<file path="config.mk">
export PLATFORM = sky130hd
export DESIGN_NAME = ysyx_210544_cmt_monitor
export DESIGN_NICKNAME = d
export VERILOG_FILES = /design/src/rtl/ysyx_210544_cmt_monitor_pkg.sv /design/src/rtl/ysyx_210544_cmt_shadow_rf.sv /design/src/rtl/ysyx_210544_cmt_monitor.sv
export SDC_FILE = /design/constraint.sdc
export NUM_CORES = 2
export LEC_CHECK = 0
export CELL_PAD_IN_SITES_DETAIL_PLACEMENT = 1
export CELL_PAD_IN_SITES_GLOBAL_PLACEMENT = 1
export CORE_MARGIN = 5
export CORE_UTILIZATION = 53
export CTS_BUF_LIST = sky130_fd_sc_hd__clkbuf_8
export DETAILED_ROUTE_END_ITERATION = 8
export PLACE_DENSITY_LB_ADDON = 0.1
export SLEW_MARGIN = 40
export SYNTH_ARGS = -nofsm -noshare
export SYNTH_HDL_FRONTEND = slang
export SYNTH_SLANG_ARGS = --single-unit
export TNS_END_PERCENT = 10
</file>
<file path="constraint.sdc">
create_clock -name clk -period 2.8 [get_ports clk]
set_input_delay 0.28 -clock clk [delete_from_list [all_inputs] [get_ports clk]]
set_output_delay 0.28 -clock clk [all_outputs]
set_load 0.02 [all_outputs]
</file>
<file path="src/rtl/ysyx_210544_cmt_monitor_pkg.sv">
// Shared constants and types for the commit-stream monitor: trap encoding,
// the a0 register index and the monitor state encoding.
package ysyx_210544_cmt_monitor_pkg;

  localparam logic [6:0] TRAP_OPCODE = 7'h6b;
  localparam logic [4:0] A0_IDX      = 5'd10;

  typedef enum logic [1:0] {
    ST_IDLE    = 2'd0,
    ST_RUN     = 2'd1,
    ST_HALT    = 2'd2,
    ST_TIMEOUT = 2'd3
  } mon_state_e;

  function automatic logic is_trap_inst(input logic [31:0] inst);
    return inst[6:0] == TRAP_OPCODE;
  endfunction

endpackage

</file>
<file path="src/rtl/ysyx_210544_cmt_shadow_rf.sv">
// Shadow integer register file: x1..x31, one write port, one registered read
// port, x0 reads as zero; also exposes a0[2:0] combinationally for the trap code.
module ysyx_210544_cmt_shadow_rf
  import ysyx_210544_cmt_monitor_pkg::*;
(
  input  logic        clk,
  input  logic        rst,
  input  logic        i_we,
  input  logic [4:0]  i_waddr,
  input  logic [63:0] i_wdata,
  input  logic [4:0]  i_raddr,
  output logic [63:0] o_rdata,
  output logic [2:0]  o_a0_code
);

  logic [63:0] rf_q [1:31];
  logic [63:0] rdata_q;

  always_ff @(posedge clk or negedge rst) begin
    if (!rst) begin
      for (int i = 1; i < 32; i++) begin
        rf_q[i] <= '0;
      end
      rdata_q <= '0;
    end else begin
      if (i_we && (i_waddr != 5'd0)) begin
        rf_q[i_waddr] <= i_wdata;
      end
      // Reads sample the pre-edge contents, so a same-edge write returns the old value.
      rdata_q <= (i_raddr == 5'd0) ? 64'd0 : rf_q[i_raddr];
    end
  end

  assign o_rdata   = rdata_q;
  assign o_a0_code = rf_q[A0_IDX][2:0];

endmodule

</file>
<file path="src/rtl/ysyx_210544_cmt_monitor.sv">
// Commit-stream monitor: shadow register file, cycle/instruction/interrupt
// counters, halt-trap detection and a commit-stall watchdog with pass/fail verdict.
module ysyx_210544_cmt_monitor
  import ysyx_210544_cmt_monitor_pkg::*;
#(
  parameter int unsigned IDLE_LIMIT = 4096
) (
  input  logic        clk,
  input  logic        rst,
  input  logic        i_cmt_valid,
  input  logic        i_cmt_skip,
  input  logic [63:0] i_cmt_pc,
  input  logic [31:0] i_cmt_inst,
  input  logic        i_cmt_wen,
  input  logic [4:0]  i_cmt_wdest,
  input  logic [63:0] i_cmt_wdata,
  input  logic [31:0] i_intrNo,
  input  logic [4:0]  i_gpr_raddr,
  output logic [63:0] o_gpr_rdata,
  output logic        o_running,
  output logic        o_done,
  output logic        o_pass,
  output logic [2:0]  o_trap_code,
  output logic        o_timeout,
  output logic        o_pc_misalign,
  output logic [63:0] o_cycle_cnt,
  output logic [63:0] o_instr_cnt,
  output logic [31:0] o_intr_cnt,
  output logic [63:0] o_last_pc
);

  localparam int unsigned IDLE_W = $clog2(IDLE_LIMIT + 1);

  mon_state_e  state_q, state_d;
  logic [IDLE_W-1:0] idle_q, idle_d;
  logic [63:0] cycle_q, cycle_d;
  logic [63:0] instr_q, instr_d;
  logic [31:0] intr_q, intr_d;
  logic [63:0] last_pc_q, last_pc_d;
  logic [2:0]  code_q, code_d;
  logic        pass_q, pass_d;
  logic        misalign_q, misalign_d;

  logic        accepted;
  logic        is_intr;
  logic        is_trap;
  logic        rf_we;
  logic [2:0]  a0_code;

  // Skip records are treated like any other; upper opcode bits are not decoded.
  logic unused_inputs;
  assign unused_inputs = ^{i_cmt_skip, i_cmt_inst[31:7]};

  always_comb begin
    state_d    = state_q;
    idle_d     = idle_q;
    cycle_d    = cycle_q;
    instr_d    = instr_q;
    intr_d     = intr_q;
    last_pc_d  = last_pc_q;
    code_d     = code_q;
    pass_d     = pass_q;
    misalign_d = misalign_q;

    accepted = i_cmt_valid && ((state_q == ST_IDLE) || (state_q == ST_RUN));
    is_intr  = i_intrNo != 32'd0;
    is_trap  = accepted && !is_intr && is_trap_inst(i_cmt_inst);
    rf_we    = accepted && !is_intr && !is_trap && i_cmt_wen;

    case (state_q)
      ST_IDLE: begin
        if (accepted) state_d = is_trap ? ST_HALT : ST_RUN;
      end
      ST_RUN: begin
        // An accepted record always beats watchdog expiry in the same cycle.
        if (accepted) begin
          state_d = is_trap ? ST_HALT : ST_RUN;
        end else if (idle_q == IDLE_W'(IDLE_LIMIT - 1)) begin
          state_d = ST_TIMEOUT;
        end
      end
      default: state_d = state_q;
    endcase

    if (accepted || (state_q == ST_RUN)) cycle_d = cycle_q + 64'd1;

    if (accepted) begin
      idle_d = '0;
    end else if (state_q == ST_RUN) begin
      idle_d = idle_q + 1'b1;
    end

    if (accepted) begin
      last_pc_d = i_cmt_pc;
      if (is_intr) begin
        intr_d = intr_q + 32'd1;
      end else begin
        instr_d = instr_q + 64'd1;
        if (i_cmt_pc[1:0] != 2'b00) misalign_d = 1'b1;
      end
    end

    if (is_trap) begin
      code_d = a0_code;
      pass_d = a0_code == 3'd0;
    end
  end

  always_ff @(posedge clk or negedge rst) begin
    if (!rst) begin
      state_q    <= ST_IDLE;
      idle_q     <= '0;
      cycle_q    <= '0;
      instr_q    <= '0;
      intr_q     <= '0;
      last_pc_q  <= '0;
      code_q     <= '0;
      pass_q     <= 1'b0;
      misalign_q <= 1'b0;
    end else begin
      state_q    <= state_d;
      idle_q     <= idle_d;
      cycle_q    <= cycle_d;
      instr_q    <= instr_d;
      intr_q     <= intr_d;
      last_pc_q  <= last_pc_d;
      code_q     <= code_d;
      pass_q     <= pass_d;
      misalign_q <= misalign_d;
    end
  end

  ysyx_210544_cmt_shadow_rf u_shadow_rf (
    .clk       (clk),
    .rst       (rst),
    .i_we      (rf_we),
    .i_waddr   (i_cmt_wdest),
    .i_wdata   (i_cmt_wdata),
    .i_raddr   (i_gpr_raddr),
    .o_rdata   (o_gpr_rdata),
    .o_a0_code (a0_code)
  );

  assign o_running     = state_q == ST_RUN;
  assign o_done        = state_q == ST_HALT;
  assign o_timeout     = state_q == ST_TIMEOUT;
  assign o_pass        = pass_q;
  assign o_trap_code   = code_q;
  assign o_pc_misalign = misalign_q;
  assign o_cycle_cnt   = cycle_q;
  assign o_instr_cnt   = instr_q;
  assign o_intr_cnt    = intr_q;
  assign o_last_pc     = last_pc_q;

endmodule

</file>
### Word level (Yosys, flattened, before mapping)

Index checks and enable logic that the tools add are counted.

* $add $sub $neg: 4
* order comparisons: 3
* eq/ne operators: 7
* muxes and demuxes: 14
* bitwise operators: 3
* reductions and logical operators: 23

Operators with widths (number)
* $bwmux 1984: 1
* $bmux 64 s5: 1
* $demux 64 s5: 1
* $mux 64: 4
* $add 64x1->64 const B: 2
* $add 32x1->32 const B: 1
* $reduce_bool 32->1: 1
* $mux 13: 2
* $add 13x1->13 const B: 1
* $eq 13x12->1 const B: 1
* $ge 6x6->1 const B: 2
* $not 5->6: 2
* $mux 2: 4
* $eq 7x7->1 const B: 1
* $logic_and 1x1->1: 7
* $lt 6x1->1 const B: 1
* $reduce_and 3->1: 2
* $reduce_bool 2->1: 3
* $logic_not 5->1: 1
* $reduce_bool 5->1: 1
* $eq 2x2->1 const B: 2
* $pmux 2 s2: 1
* $reduce_and 2->1: 2
* $logic_not 3->1: 1
* other kinds (7): 9

* bits in registers: 2292
* logic and storage cells: 95

### Depth between registers and ports, before layout

* depth in word-level cells: 9
* mapped depth: 8

### Hierarchy

Synthesis repeated with hierarchy kept, for this count alone.

* cell total of the unflattened synthesis: 7400
* area total of the unflattened synthesis: 102997.5 um2

Modules (own cells, without submodules)
* ysyx_210544_cmt_shadow_rf: instances 1, cells an instance 6322, area an instance 92094.6 um2
* ysyx_210544_cmt_monitor: instances 1, cells an instance 1078, area an instance 10903.0 um2

### Worst setup path before layout

No wires, ideal clock.

* kind: input to register
* start point: input port i_intrNo[26]
* end point: register u_shadow_rf.rf_q[1313] (netlist bit)
* library setup time: 0.125 ns
* arrival time: 2.178 ns
* data required time: 2.675 ns
* path slack: 0.498 ns
* stages: 8
* path buffers: 3
* path through: nor4_1 > and4_1 > clkbuf_1 > buf_2 > nand4_1 > nor3_4 > buf_2 > mux2_2

* word-level cells in the longest chain between the ends: 8

Ends and longest elaborated chain
* start: declaration: RTL line ysyx_210544_cmt_monitor.sv:17 `input logic [31:0] i_intrNo,`
* $reduce_bool 32->1 (*): RTL line ysyx_210544_cmt_monitor.sv:66 `is_intr = i_intrNo != 32'd0;`
* $logic_not 1->1 (*): RTL line ysyx_210544_cmt_monitor.sv:67, ysyx_210544_cmt_monitor.sv:68
* $logic_and 1x1->1 (*): RTL line ysyx_210544_cmt_monitor.sv:67, ysyx_210544_cmt_monitor.sv:68
* $logic_and 1x1->1: RTL line ysyx_210544_cmt_monitor.sv:67 `is_trap = accepted && !is_intr && is_trap_inst(i_cmt_inst);`
* $logic_not 1->1: RTL line ysyx_210544_cmt_monitor.sv:68 `rf_we = accepted && !is_intr && !is_trap && i_cmt_wen;`
* $logic_and 1x1->1 (*) (2 in a row): RTL line ysyx_210544_cmt_monitor.sv:68
* $logic_and 1x1->1 (*): RTL line ysyx_210544_cmt_shadow_rf.sv:26 `if (i_we && (i_waddr != 5'd0)) begin`
* end signal: indexed assignment: RTL line ysyx_210544_cmt_shadow_rf.sv:27 `rf_q[i_waddr] <= i_wdata;`
* end: declaration: RTL line ysyx_210544_cmt_shadow_rf.sv:16 `logic [63:0] rf_q [1:31];`

Mark *: on every way between the ends. The rest lies on a longest branch, timed or not.
A chain may end at the register's enable or synchronous reset.

### Worst setup path after layout

* start point: register state_q[0]
* end point: output port o_timeout

* word-level cells in the longest chain between the ends: 1

Ends and longest elaborated chain
* start: declaration: RTL line ysyx_210544_cmt_monitor.sv:34 `mon_state_e state_q, state_d;`
* start signal: assignment: RTL line ysyx_210544_cmt_monitor.sv:121 `state_q <= state_d;`
* $eq 2x2->1: RTL line ysyx_210544_cmt_monitor.sv:146 `assign o_timeout = state_q == ST_TIMEOUT;`
* end: declaration: RTL line ysyx_210544_cmt_monitor.sv:24 `output logic o_timeout,`

No other way between the ends.

==> qor.csv <==
metric;value;unit
status;complete, no violations;
Core Area;195000;um2
Clock Latency Late Sink;1.10;ns
I/O pins;503;
min-delay src;i_cmt_inst[1];
CTS tree;yes;
maximum VDD drop;0.000430;V
Worst Hold Class;in -> reg;
final hold violations;0;
vias per cell;6.09;
Pre-antenna DRT Iters;7;
vias;65012;
design area;123000;um2
Power per Cell Area;556;nW/um2
reg2reg path depth;7;
die width;452;um
switching power;17.0;mW
Leak;59.9;nW
dpl cell area;114000;um2
final cycle utilization of the critical path;0.946;
Util after Layout;0.632;
main area contributors after synthesis;dfrtp_1 (55%), mux2_2 (22%), mux4_2 (8.4%), mux2i_1 (1.9%), buf_6 (1.3%);
hold path depth;5;
GPL Wtd Cong;0.824;
Slowest cell on crit path;clkdlybuf4s50_1;
Setup-failing EPs final;0;
initial antenna violation count;17;
Largest stage delay, worst path;0.68;ns
Initial Util;0.532;
first-pass GRT wire length;473000;um
clk buf depth;4;
crit start category;flip-flop;
Reg2Reg Setup Slack;0.40;ns
Hold Path Sink;state_q[0];
htree depth;5;
share of post-route cells with drive strength above 1;0.432;
worst reg2reg startpoint;state_q[1];
Mapped Avg Cell Area;14.7;um2
total gr overflow;0;
Max Fanout on Critical Path;8;
Routed WL;309000;um
Arr. time, crit path;2.37;ns
Min Clock Period, post-route;2.65;ns
asr flop ratio synth;1.00;
Mapped Area;103000;um2
worst reg2reg endpoint;u_shadow_rf.rf_q[1635];
max-cap violation count;0;
sequential power share;0.492;
Root Buffer;clkbuf_8;
fin cells;10679;
die height;452;um
Critical Path RT;2.52;ns
clock power share;0.442;
max-slew violation count;0;
Clock Sinks;2292;
post-route worst setup slack;0.152;ns
critical path class;reg -> out;
#FFs+latches synth;2292;
Synth Net Count;7236;
CTS Buf Count;397;
area share of the largest cell type after synthesis;0.555;
DRC Markers;0;
GRT Overall Usage;0.304;
fmax;378;MHz
DIE AREA;204000;um2
Distinct cells, synth;54;
Initial DRC Count;3650;
Reg clk slew, reported paths;0.05;ns
PortBufs;476;
commonest non-fill, non-tap cell in the layout;dfrtp_1;
Final Total Pwr;68.4;mW
Fin Setup TNS;0;ns
routed length per instance;28.9;um
vias in the first global route;73148;
Nets;8039;
most frequent cells in the layout;dfrtp_1 (2291), mux2_2 (1992), clkbuf_8 (507), clkdlybuf4s50_1 (426), mux4_2 (384);
RSZ-0062 raised after global routing;false;
CP Capture Type;output pin;
Final HPWL DP;195000;um
worst-path cell chain;and2_1, clkdlybuf4s50_1;
Mapped Cells;7025;
Antenna Violating Nets Remaining;0;
critical path startpoint;state_q[0];
main flop type after synthesis;dfrtp_1;
Place WS;-0.195;ns
site row count;162;
hold_ws;0.149;ns
largest net degree at the start of global routing;105;
placed instance count;9856;
Post-synth EDFFs;0;
number of synthesis warnings;0;
switch share;0.248;
Int Pwr;51.4;mW
post-synthesis sequential area ratio;0.555;
Gate power share;0.066;
cell accounting for the most synthesized area;dfrtp_1;
clock skew;0.0566;ns
Slew headroom;0.430;
Least-Margin Pin Slew;0.846;ns
Synth-to-Final Area Change;18.9;%
cells in the mapped netlist (5+ instances only):
cell,count
a22o_1,128
a22oi_1,63
and2_1,10
and3_1,34
and4_1,20
and4b_1,7
buf_1,119
buf_2,112
buf_4,18
buf_6,116
clkbuf_1,288
dfrtp_1,2292
inv_1,23
mux2_1,62
mux2_2,1992
mux2i_1,192
mux4_2,384
nand2_1,329
nand3_1,66
nand4_1,60
nor2_1,123
nor2b_1,7
nor3_1,51
nor3_4,5
nor4_1,36
nor4_2,10
o21ai_0,133
o22ai_1,64
o31ai_1,64
xnor2_1,82
xor2_1,86
what timing repair did:
action,CTS,global route
gates resized for setup,2,0
endpoints found under the hold margin,3498,217
hold buffers,108,7
setup buffers,0,0
endpoints found under the setup margin,3,0
cell type report:
class                      instances  area [um2]
clock inverter                   183         848
fill                           17620       71600
sequential                      2292       57400
antenna                           18        45.0
clock buffer                     507        6980
inverter                          23        86.3
multi-input combinational       4056       42600
tap                             2542        3180
timing repair buffer            1058       11900
per-layer routing:
layer,GRT usage,wire length [um]
met5,0,13
met3,0.0479,13800
met2,0.511,155000
met1,0.407,130000
met4,0.102,10200
power groups by stage:
stage	clock network [mW]	logic, mW	registers (mW)
after CTS	30.9	4.54	33.6
after global placement	0	4.32	34.2
after detailed placement	0	4.38	34.2
final	30.2	4.51	33.6
after global routing	32.4	4.82	33.6
after floorplan	0	1.42	34.5
how the worst max path moves through the flow:
stage | cells after the start | to | slack [ns]
after floorplan | 8 | u_shadow_rf.rf_q[1313] | 0.50
after global placement | 9 | u_shadow_rf.rf_q[1622] | -0.18
after detailed placement | 8 | u_shadow_rf.rf_q[372] | -0.19
after CTS | 2 | o_timeout | 0.06
after global routing | 2 | o_done | 0.03
final | 2 | o_timeout | 0.15
flip-flops by register name (all words and copies together) (netlist names):
register,flops
u_shadow_rf.o_rdata,64
u_shadow_rf.o_a0_code,3
o_pass,1
o_instr_cnt,64
o_pc_misalign,1
o_trap_code,3
u_shadow_rf.rf_q,1981
o_intr_cnt,32
state_q,2
o_cycle_cnt,64
o_last_pc,64
idle_q,13
cell families (layout without fill, tap and decap cells):
family / Yosys count / in the layout / share of synthesized area
AO/OA/AOI/OAI: 462 / 462 / 0.0312
XOR/XNOR: 168 / 168 / 0.0142
adder cells (fa/ha/maj): 4 / 4 / 0.000484
buffers and inverters: 677 / 1771 / 0.0350
flip-flops: 2292 / 2292 / 0.555
multiplexers: 2630 / 2630 / 0.326
other: 0 / 18 / 0
AND/OR/NAND/NOR: 792 / 792 / 0.0387
critical path, delay by kind of cell (launching register included):
family                 cells  cell delay (ns)
and+or+nand+nor            1             0.17
DFF                        1             0.47
buffers and inverters      1             0.68
No activity file was read; power rests on OpenSTA's default activity.
